===== src/rtl/spi_pkg.sv =====
// Shared types and constants for the SPI host controller.
package spi_pkg;

    typedef enum logic [2:0] {
        IDLE,
        SETUP,
        XFER_CMD,
        GAP,
        XFER_RSP,
        HOLD,
        DONE
    } spi_host_state_t;

    localparam logic [7:0] SPI_CMD_NOP  = 8'h00;
    localparam logic [7:0] SPI_CMD_COST = 8'h01;
    localparam int         SPI_BYTE_BITS = 8;

endpackage


===== src/rtl/spi_sck_gen.sv =====
// Half-period counter and mode-0 SCK generator for the SPI host.
module spi_sck_gen #(
    parameter int CLK_DIV = 4
) (
    input  logic clk,
    input  logic n_rst,
    input  logic en,
    input  logic clr,
    input  logic toggle_en,
    output logic tick,
    output logic sck,
    output logic rise,
    output logic fall
);

    localparam int CW = $clog2(CLK_DIV);
    localparam logic [CW-1:0] LAST = CW'(CLK_DIV - 1);

    logic [CW-1:0] cnt;

    assign tick = en && (cnt == LAST);
    assign rise = tick && toggle_en && !sck;
    assign fall = tick && toggle_en && sck;

    always_ff @(posedge clk or negedge n_rst) begin
        if (!n_rst) begin
            cnt <= '0;
            sck <= 1'b0;
        end else if (clr) begin
            cnt <= '0;
            sck <= 1'b0;
        end else if (en) begin
            cnt <= tick ? '0 : cnt + 1'b1;
            if (rise || fall)
                sck <= !sck;
        end
    end

endmodule


===== src/rtl/spi_host_controller.sv =====
// SPI host: one command byte out (MSB-first), one response byte in (LSB-first).
// Optional abort port pair enabled by defining SPI_HOST_ABORT_EN.
module spi_host_controller
    import spi_pkg::*;
#(
    parameter int CLK_DIV  = 4,
    parameter int GAP_HALF = 2
) (
    input  logic       clk,
    input  logic       n_rst,
    input  logic       start,
    input  logic [7:0] cmd,
    output logic       busy,
    output logic       rx_valid,
    output logic [7:0] rx_data,
    output logic       SS,
    output logic       SCK,
`ifdef SPI_HOST_ABORT_EN
    input  logic       abort,
    output logic       aborted,
`endif
    input  logic       MISO,
    output logic       MOSI
);

    localparam int XFER_HALVES = 2 * SPI_BYTE_BITS;
    localparam int HMAX = (GAP_HALF > XFER_HALVES) ? GAP_HALF : XFER_HALVES;
    localparam int HW = $clog2(HMAX);
    localparam logic [HW-1:0] XFER_LAST = HW'(XFER_HALVES - 1);
    localparam logic [HW-1:0] GAP_LAST  = HW'((GAP_HALF > 0) ? GAP_HALF - 1 : 0);

    spi_host_state_t state;
    logic [HW-1:0]   hcnt;
    logic [6:0]      tx_shift;
    logic [7:0]      rx_shift;
    logic            tick, rise, fall;
    logic            abort_hit;

`ifdef SPI_HOST_ABORT_EN
    assign abort_hit = abort && (state != IDLE) && (state != DONE);
`else
    assign abort_hit = 1'b0;
`endif

    spi_sck_gen #(.CLK_DIV(CLK_DIV)) u_sck_gen (
        .clk       (clk),
        .n_rst     (n_rst),
        .en        (state != IDLE),
        .clr       ((state == IDLE) || abort_hit),
        .toggle_en ((state == XFER_CMD) || (state == XFER_RSP)),
        .tick      (tick),
        .sck       (SCK),
        .rise      (rise),
        .fall      (fall)
    );

    always_ff @(posedge clk or negedge n_rst) begin
        if (!n_rst) begin
            state    <= IDLE;
            hcnt     <= '0;
            tx_shift <= '0;
            rx_shift <= '0;
            rx_data  <= '0;
            rx_valid <= 1'b0;
            busy     <= 1'b0;
            SS       <= 1'b1;
            MOSI     <= 1'b0;
`ifdef SPI_HOST_ABORT_EN
            aborted  <= 1'b0;
`endif
        end else begin
            rx_valid <= 1'b0;
`ifdef SPI_HOST_ABORT_EN
            aborted  <= abort_hit;
`endif
            if (abort_hit) begin
                state <= IDLE;
                hcnt  <= '0;
                busy  <= 1'b0;
                SS    <= 1'b1;
                MOSI  <= 1'b0;
            end else begin
                unique case (state)
                    IDLE: begin
                        if (start) begin
                            tx_shift <= cmd[6:0];
                            MOSI     <= cmd[7];
                            SS       <= 1'b0;
                            busy     <= 1'b1;
                            hcnt     <= '0;
                            state    <= SETUP;
                        end
                    end
                    SETUP: begin
                        if (tick)
                            state <= XFER_CMD;
                    end
                    XFER_CMD: begin
                        if (tick) begin
                            hcnt <= hcnt + 1'b1;
                            if (hcnt == XFER_LAST) begin
                                hcnt  <= '0;
                                MOSI  <= 1'b0;
                                state <= (GAP_HALF == 0) ? XFER_RSP : GAP;
                            end else if (fall) begin
                                MOSI     <= tx_shift[6];
                                tx_shift <= {tx_shift[5:0], 1'b0};
                            end
                        end
                    end
                    GAP: begin
                        if (tick) begin
                            hcnt <= hcnt + 1'b1;
                            if (hcnt == GAP_LAST) begin
                                hcnt  <= '0;
                                state <= XFER_RSP;
                            end
                        end
                    end
                    XFER_RSP: begin
                        if (rise)
                            rx_shift <= {MISO, rx_shift[7:1]};
                        if (tick) begin
                            hcnt <= hcnt + 1'b1;
                            if (hcnt == XFER_LAST) begin
                                hcnt  <= '0;
                                state <= HOLD;
                            end
                        end
                    end
                    HOLD: begin
                        if (tick) begin
                            SS       <= 1'b1;
                            rx_data  <= rx_shift;
                            rx_valid <= 1'b1;
                            state    <= DONE;
                        end
                    end
                    DONE: begin
                        if (tick) begin
                            busy  <= 1'b0;
                            state <= IDLE;
                        end
                    end
                    default: state <= IDLE;
                endcase
            end
        end
    end

endmodule


===== config.mk =====
export PLATFORM = sky130hd
export DESIGN_NAME = spi_host_controller
export DESIGN_NICKNAME = d
export VERILOG_FILES = /design/src/rtl/spi_pkg.sv /design/src/rtl/spi_sck_gen.sv /design/src/rtl/spi_host_controller.sv
export SDC_FILE = /design/constraint.sdc
export NUM_CORES = 1
export LEC_CHECK = 0
export ABC_AREA = 1
export CAP_MARGIN = 20
export CORE_MARGIN = 2
export CORE_UTILIZATION = 62
export CTS_CLUSTER_DIAMETER = 150
export DETAILED_ROUTE_END_ITERATION = 6
export DONT_BUFFER_PORTS = 1
export PLACE_DENSITY = 0.81
export SLEW_MARGIN = 20
export SYNTH_ARGS = -nofsm -noshare
export SYNTH_HDL_FRONTEND = slang
export SYNTH_SLANG_ARGS = --single-unit

===== constraint.sdc =====
create_clock -name clk -period 3.9 [get_ports clk]
set_clock_uncertainty 0.2 [all_clocks]
set_input_delay 0 -clock clk [delete_from_list [all_inputs] [get_ports clk]]
set_output_delay 0 -clock clk [all_outputs]
set_load 0.02 [all_outputs]

==> flow_summary_export.csv <==
group,metric,value,unit
pwr,clkPwrFrac,0.194,
global_route,antenna_found_initial,0,
placement,place_hpwl,2.59,mm
timing,rsz0062_at_grt,"no",
setup_path,reg2reg_to,"tx_shift[0]",
final_layout,regArea,927,µm²
global_route,gr-usage-met1,0.329,
placement,portBuffers,0,
timing,maxSlewViolCount,0,
timing,relSlewSlack,0.676,
pwr,power.switching,0.611,mW
setup_path,cp-start-kind,"flip-flop",
clock_tree,cts_tree,"yes",
global_route,grt_pass1_vias,1588,
detailed_routing,drt_iter0_drc,125,
yosys,ys_warn_count,0,
global_route,grt-busiest-layer,"met2",
timing,fin_crit_sh,0.769,
floorplanning,die_x,60.1,µm
final_layout,multi_input_area,876,µm²
setup_path,rrSetupSlack,900,ps
detailed_routing,vias_per_cell,5.35,
floorplanning,ios,25,
global_route,grt_pass1_wl,6.86,mm
worst_hold_path,hold_path_depth,3,
pwr,pwr-share-comb,0.404,
detailed_routing,dr_total_vias,1638,
timing,worst_pin_slew,486,ps
flow_run,maxCapViolCount,0,
pwr,switching_share,0.435,
clock_tree,ctsResizeCount,0,
worst_hold_path,hp-class,"in2reg",
yosys,syn_nets,257,
clock_tree,clk_latency,360,ps
final_layout,finalCoreUtilization,0.737,
pwr,p_int,0.795,mW
floorplanning,start_util,0.643,
worst_hold_path,min_to,"rx_shift[7]",
setup_path,path_class,"reg2reg",
setup_path,r2r-start,"state[2]",
yosys,synth_area,0.00195,mm²
timing,min_period,3000,ps
setup_path,worst-r2r-cell-count,7,
detailed_routing,wl_per_cell,13.2,µm
detailed_routing,ant_nets,0,
global_route,grt_usage,0.259,
clock_tree,cts_htree_levels,2,
floorplanning,coreArea,0.00303,mm²
setup_path,arrival,3100,ps
pwr,power.static_leakage,1.14,nW
detailed_routing,first_pass_iters,4,
clock_tree,cts_buffer_depth,2,
placement,place_ws,1970,ps
timing,fin_hold_ws,141,ps
timing,timing.setup.tns,0,ps
timing,setup_ws,900,ps
clock_tree,cts_sinks,37,
yosys,syn_inst,242,
final_layout,fin_nets,276,
pwr,ir_drop,0.360,mV
pwr,pwr_density_cell,630,mW/mm²
final_layout,antenna_cells,0,
global_route,grt_use_met2,0.407,
yosys,synth.distinct_cells,27,
final_layout,fill_cells,217,
final_layout,stdcell_count,306,
yosys,synth_seq_cells,37,
clock_tree,cts-root-buf,"clkbuf_4",
setup_path,cp-end-kind,"flip-flop",
yosys,yosysSeqAreaShare,0.476,
clock_tree,clk_pin_slew,120,ps
yosys,synth_area_per_cell,8.05,µm²
final_layout,area_growth,14.6,%
timing,setup_viol,0,
timing,max_freq,0.333,GHz
global_route,grt_util_met3,0.0649,
final_layout,drive_gt1_frac,0.156,
status,status,"complete, no violations",
floorplanning,die_h,60.1,µm
worst_hold_path,hold_start,"MISO",
setup_path,crit_fanout,14,
setup_path,required,4000,ps
clock_tree,tritoncts.num_buffers,5,
detailed_routing,wl,4.03,mm
global_route,grt_max_degree,37,
global_route,grt_overflow,0,
floorplanning,core.rowCount,20,
placement,gp_congestion,0.867,
pwr,sequentialPowerShare,0.402,
floorplanning,die_area,0.00361,mm²
timing,finalHoldViolations,0,
detailed_routing,route.detailed.drc,0,
placement,dp.cells,282,
[cells in the mapped netlist]
master   number  area [µm²]
nand2_2       3        18.8
dfrtp_1      36         901
o21ai_4       1        16.3
ha_1          3        37.5
buf_6         2        22.5
nand3_1      18        90.1
nand3_2       1        10.0
a31oi_1       1        6.26
xor2_1        1        8.76
inv_2         6        22.5
inv_1        24        90.1
and3_1        1        6.26
a21oi_2       2        17.5
nor2_4        1        11.3
o21ai_0       5        25.0
buf_2         2        10.0
nor3_1        2        10.0
nor2_2        4        25.0
nand2_1      96         360
nand2_4       2        22.5
o21ai_1       7        35.0
nand3_4       2        35.0
nand4_1       8        50.1
nor2_1        4        15.0
dfstp_2       1        26.3
a21oi_1       1        5.00
o21ai_2       8        70.1
[logic make-up after synthesis]
group                      share of synthesized area
AOI/OAI and AO/OA                             0.0899
xor gates and xnor gates                     0.00450
adders and majority gates                     0.0193
buffers and inverters                         0.0745
DFF                                            0.476
and+or+nand+nor                                0.336
[layer usage]
layer | part of all wire | wire length [µm]
met5 | 0 | 0
met4 | 0.022 | 89
met3 | 0.060 | 243
met2 | 0.47 | 1910
met1 | 0.44 | 1790
[timing repair]
| item | CTS | global route |
|---|---|---|
| endpoints found under the setup margin | 0 | 0 |
| hold buffers | 16 | 0 |
| hold endpoints to repair | 55 | 0 |
| setup buffers | 0 | 0 |
[how the worst max path moves through the flow]
stage / from / to / slack (ps) / cells past startpoint
2_1_floorplan: hcnt[0] / tx_shift[1] / 2320 / 7
3_3_place_gp: state[2] / tx_shift[0] / 2040 / 6
3_5_place_dp: state[2] / tx_shift[0] / 1970 / 6
4_1_cts: state[2] / tx_shift[0] / 980 / 7
5_1_grt: state[2] / tx_shift[0] / 810 / 7
6_report: state[2] / tx_shift[0] / 900 / 7
[final cells by class]
type / count / area share
Inverter: 30 / 0.0504
Tap cell: 44 / 0.0247
Multi-Input combinational cell: 171 / 0.392
Clock buffer: 5 / 0.0168
Clock inverter: 3 / 0.0196
Timing Repair Buffer: 16 / 0.0807
Sequential cell: 37 / 0.415
[stage by stage]
stage                     instance area [µm²]  power (mW)
after floorplan                          1950       0.987
after detailed placement                 1970        1.08
after global routing                     2230        1.52
final                                    2230        1.41
after CTS                                2230        1.39
after global placement                   1970        1.07
[worst max-delay path, cell delays in order, from the launching register on]
cell,delay [ps]
dfrtp_1,450
inv_2,150
nand3_2,270
o21ai_2,500
nand4_1,150
dlygate4sd3_1,590
nand2_1,70
dlygate4sd3_1,560
[flip-flops by register name (all words and copies together), names as in the netlist]
signal and flops:
SS 1, rx_valid 1, u_sck_gen.sck 1, u_sck_gen.cnt 2, rx_shift 8, state 3
busy 1, tx_shift 7, hcnt 4, MOSI 1, rx_data 8
[layout by cell type (no fill, tap or decap)]
| cell type | synthesis | layout |
|---|---|---|
| dfstp_2 | 1 | 1 |
| a31oi_1 | 1 | 1 |
| nand2_1 | 96 | 96 |
| a21oi_1 | 1 | 1 |
| inv_6 | 0 | 1 |
| nor2_4 | 1 | 1 |
| bufinv_16 | 0 | 1 |
| o21ai_1 | 7 | 7 |
| buf_12 | 0 | 2 |
| nor3_1 | 2 | 2 |
| nor2_2 | 4 | 4 |
| nand3_4 | 2 | 2 |
| clkbuf_4 | 0 | 5 |
| dfrtp_1 | 36 | 36 |
| o21ai_2 | 8 | 8 |
| ha_1 | 3 | 3 |
| nand3_1 | 18 | 18 |
| inv_2 | 6 | 6 |
| clkinv_2 | 0 | 1 |
| nand4_1 | 8 | 8 |
| nand2_2 | 3 | 3 |
| xor2_1 | 1 | 1 |
| o21ai_0 | 5 | 5 |
| dlygate4sd3_1 | 0 | 14 |
| a21oi_2 | 2 | 2 |
| and3_1 | 1 | 1 |
| o21ai_4 | 1 | 1 |
| nand3_2 | 1 | 1 |
| nand2_4 | 2 | 2 |
| inv_1 | 24 | 24 |
| nor2_1 | 4 | 4 |
[power groups by stage]
stage / sequential (mW) / combinational (mW) / clock [mW]
floorplan: 0.547 / 0.440 / 0
global placement: 0.564 / 0.502 / 0
detailed placement: 0.566 / 0.516 / 0
CTS: 0.560 / 0.552 / 0.276
global route: 0.575 / 0.647 / 0.295
finish: 0.565 / 0.568 / 0.272
(Power assumes the default switching activity.)
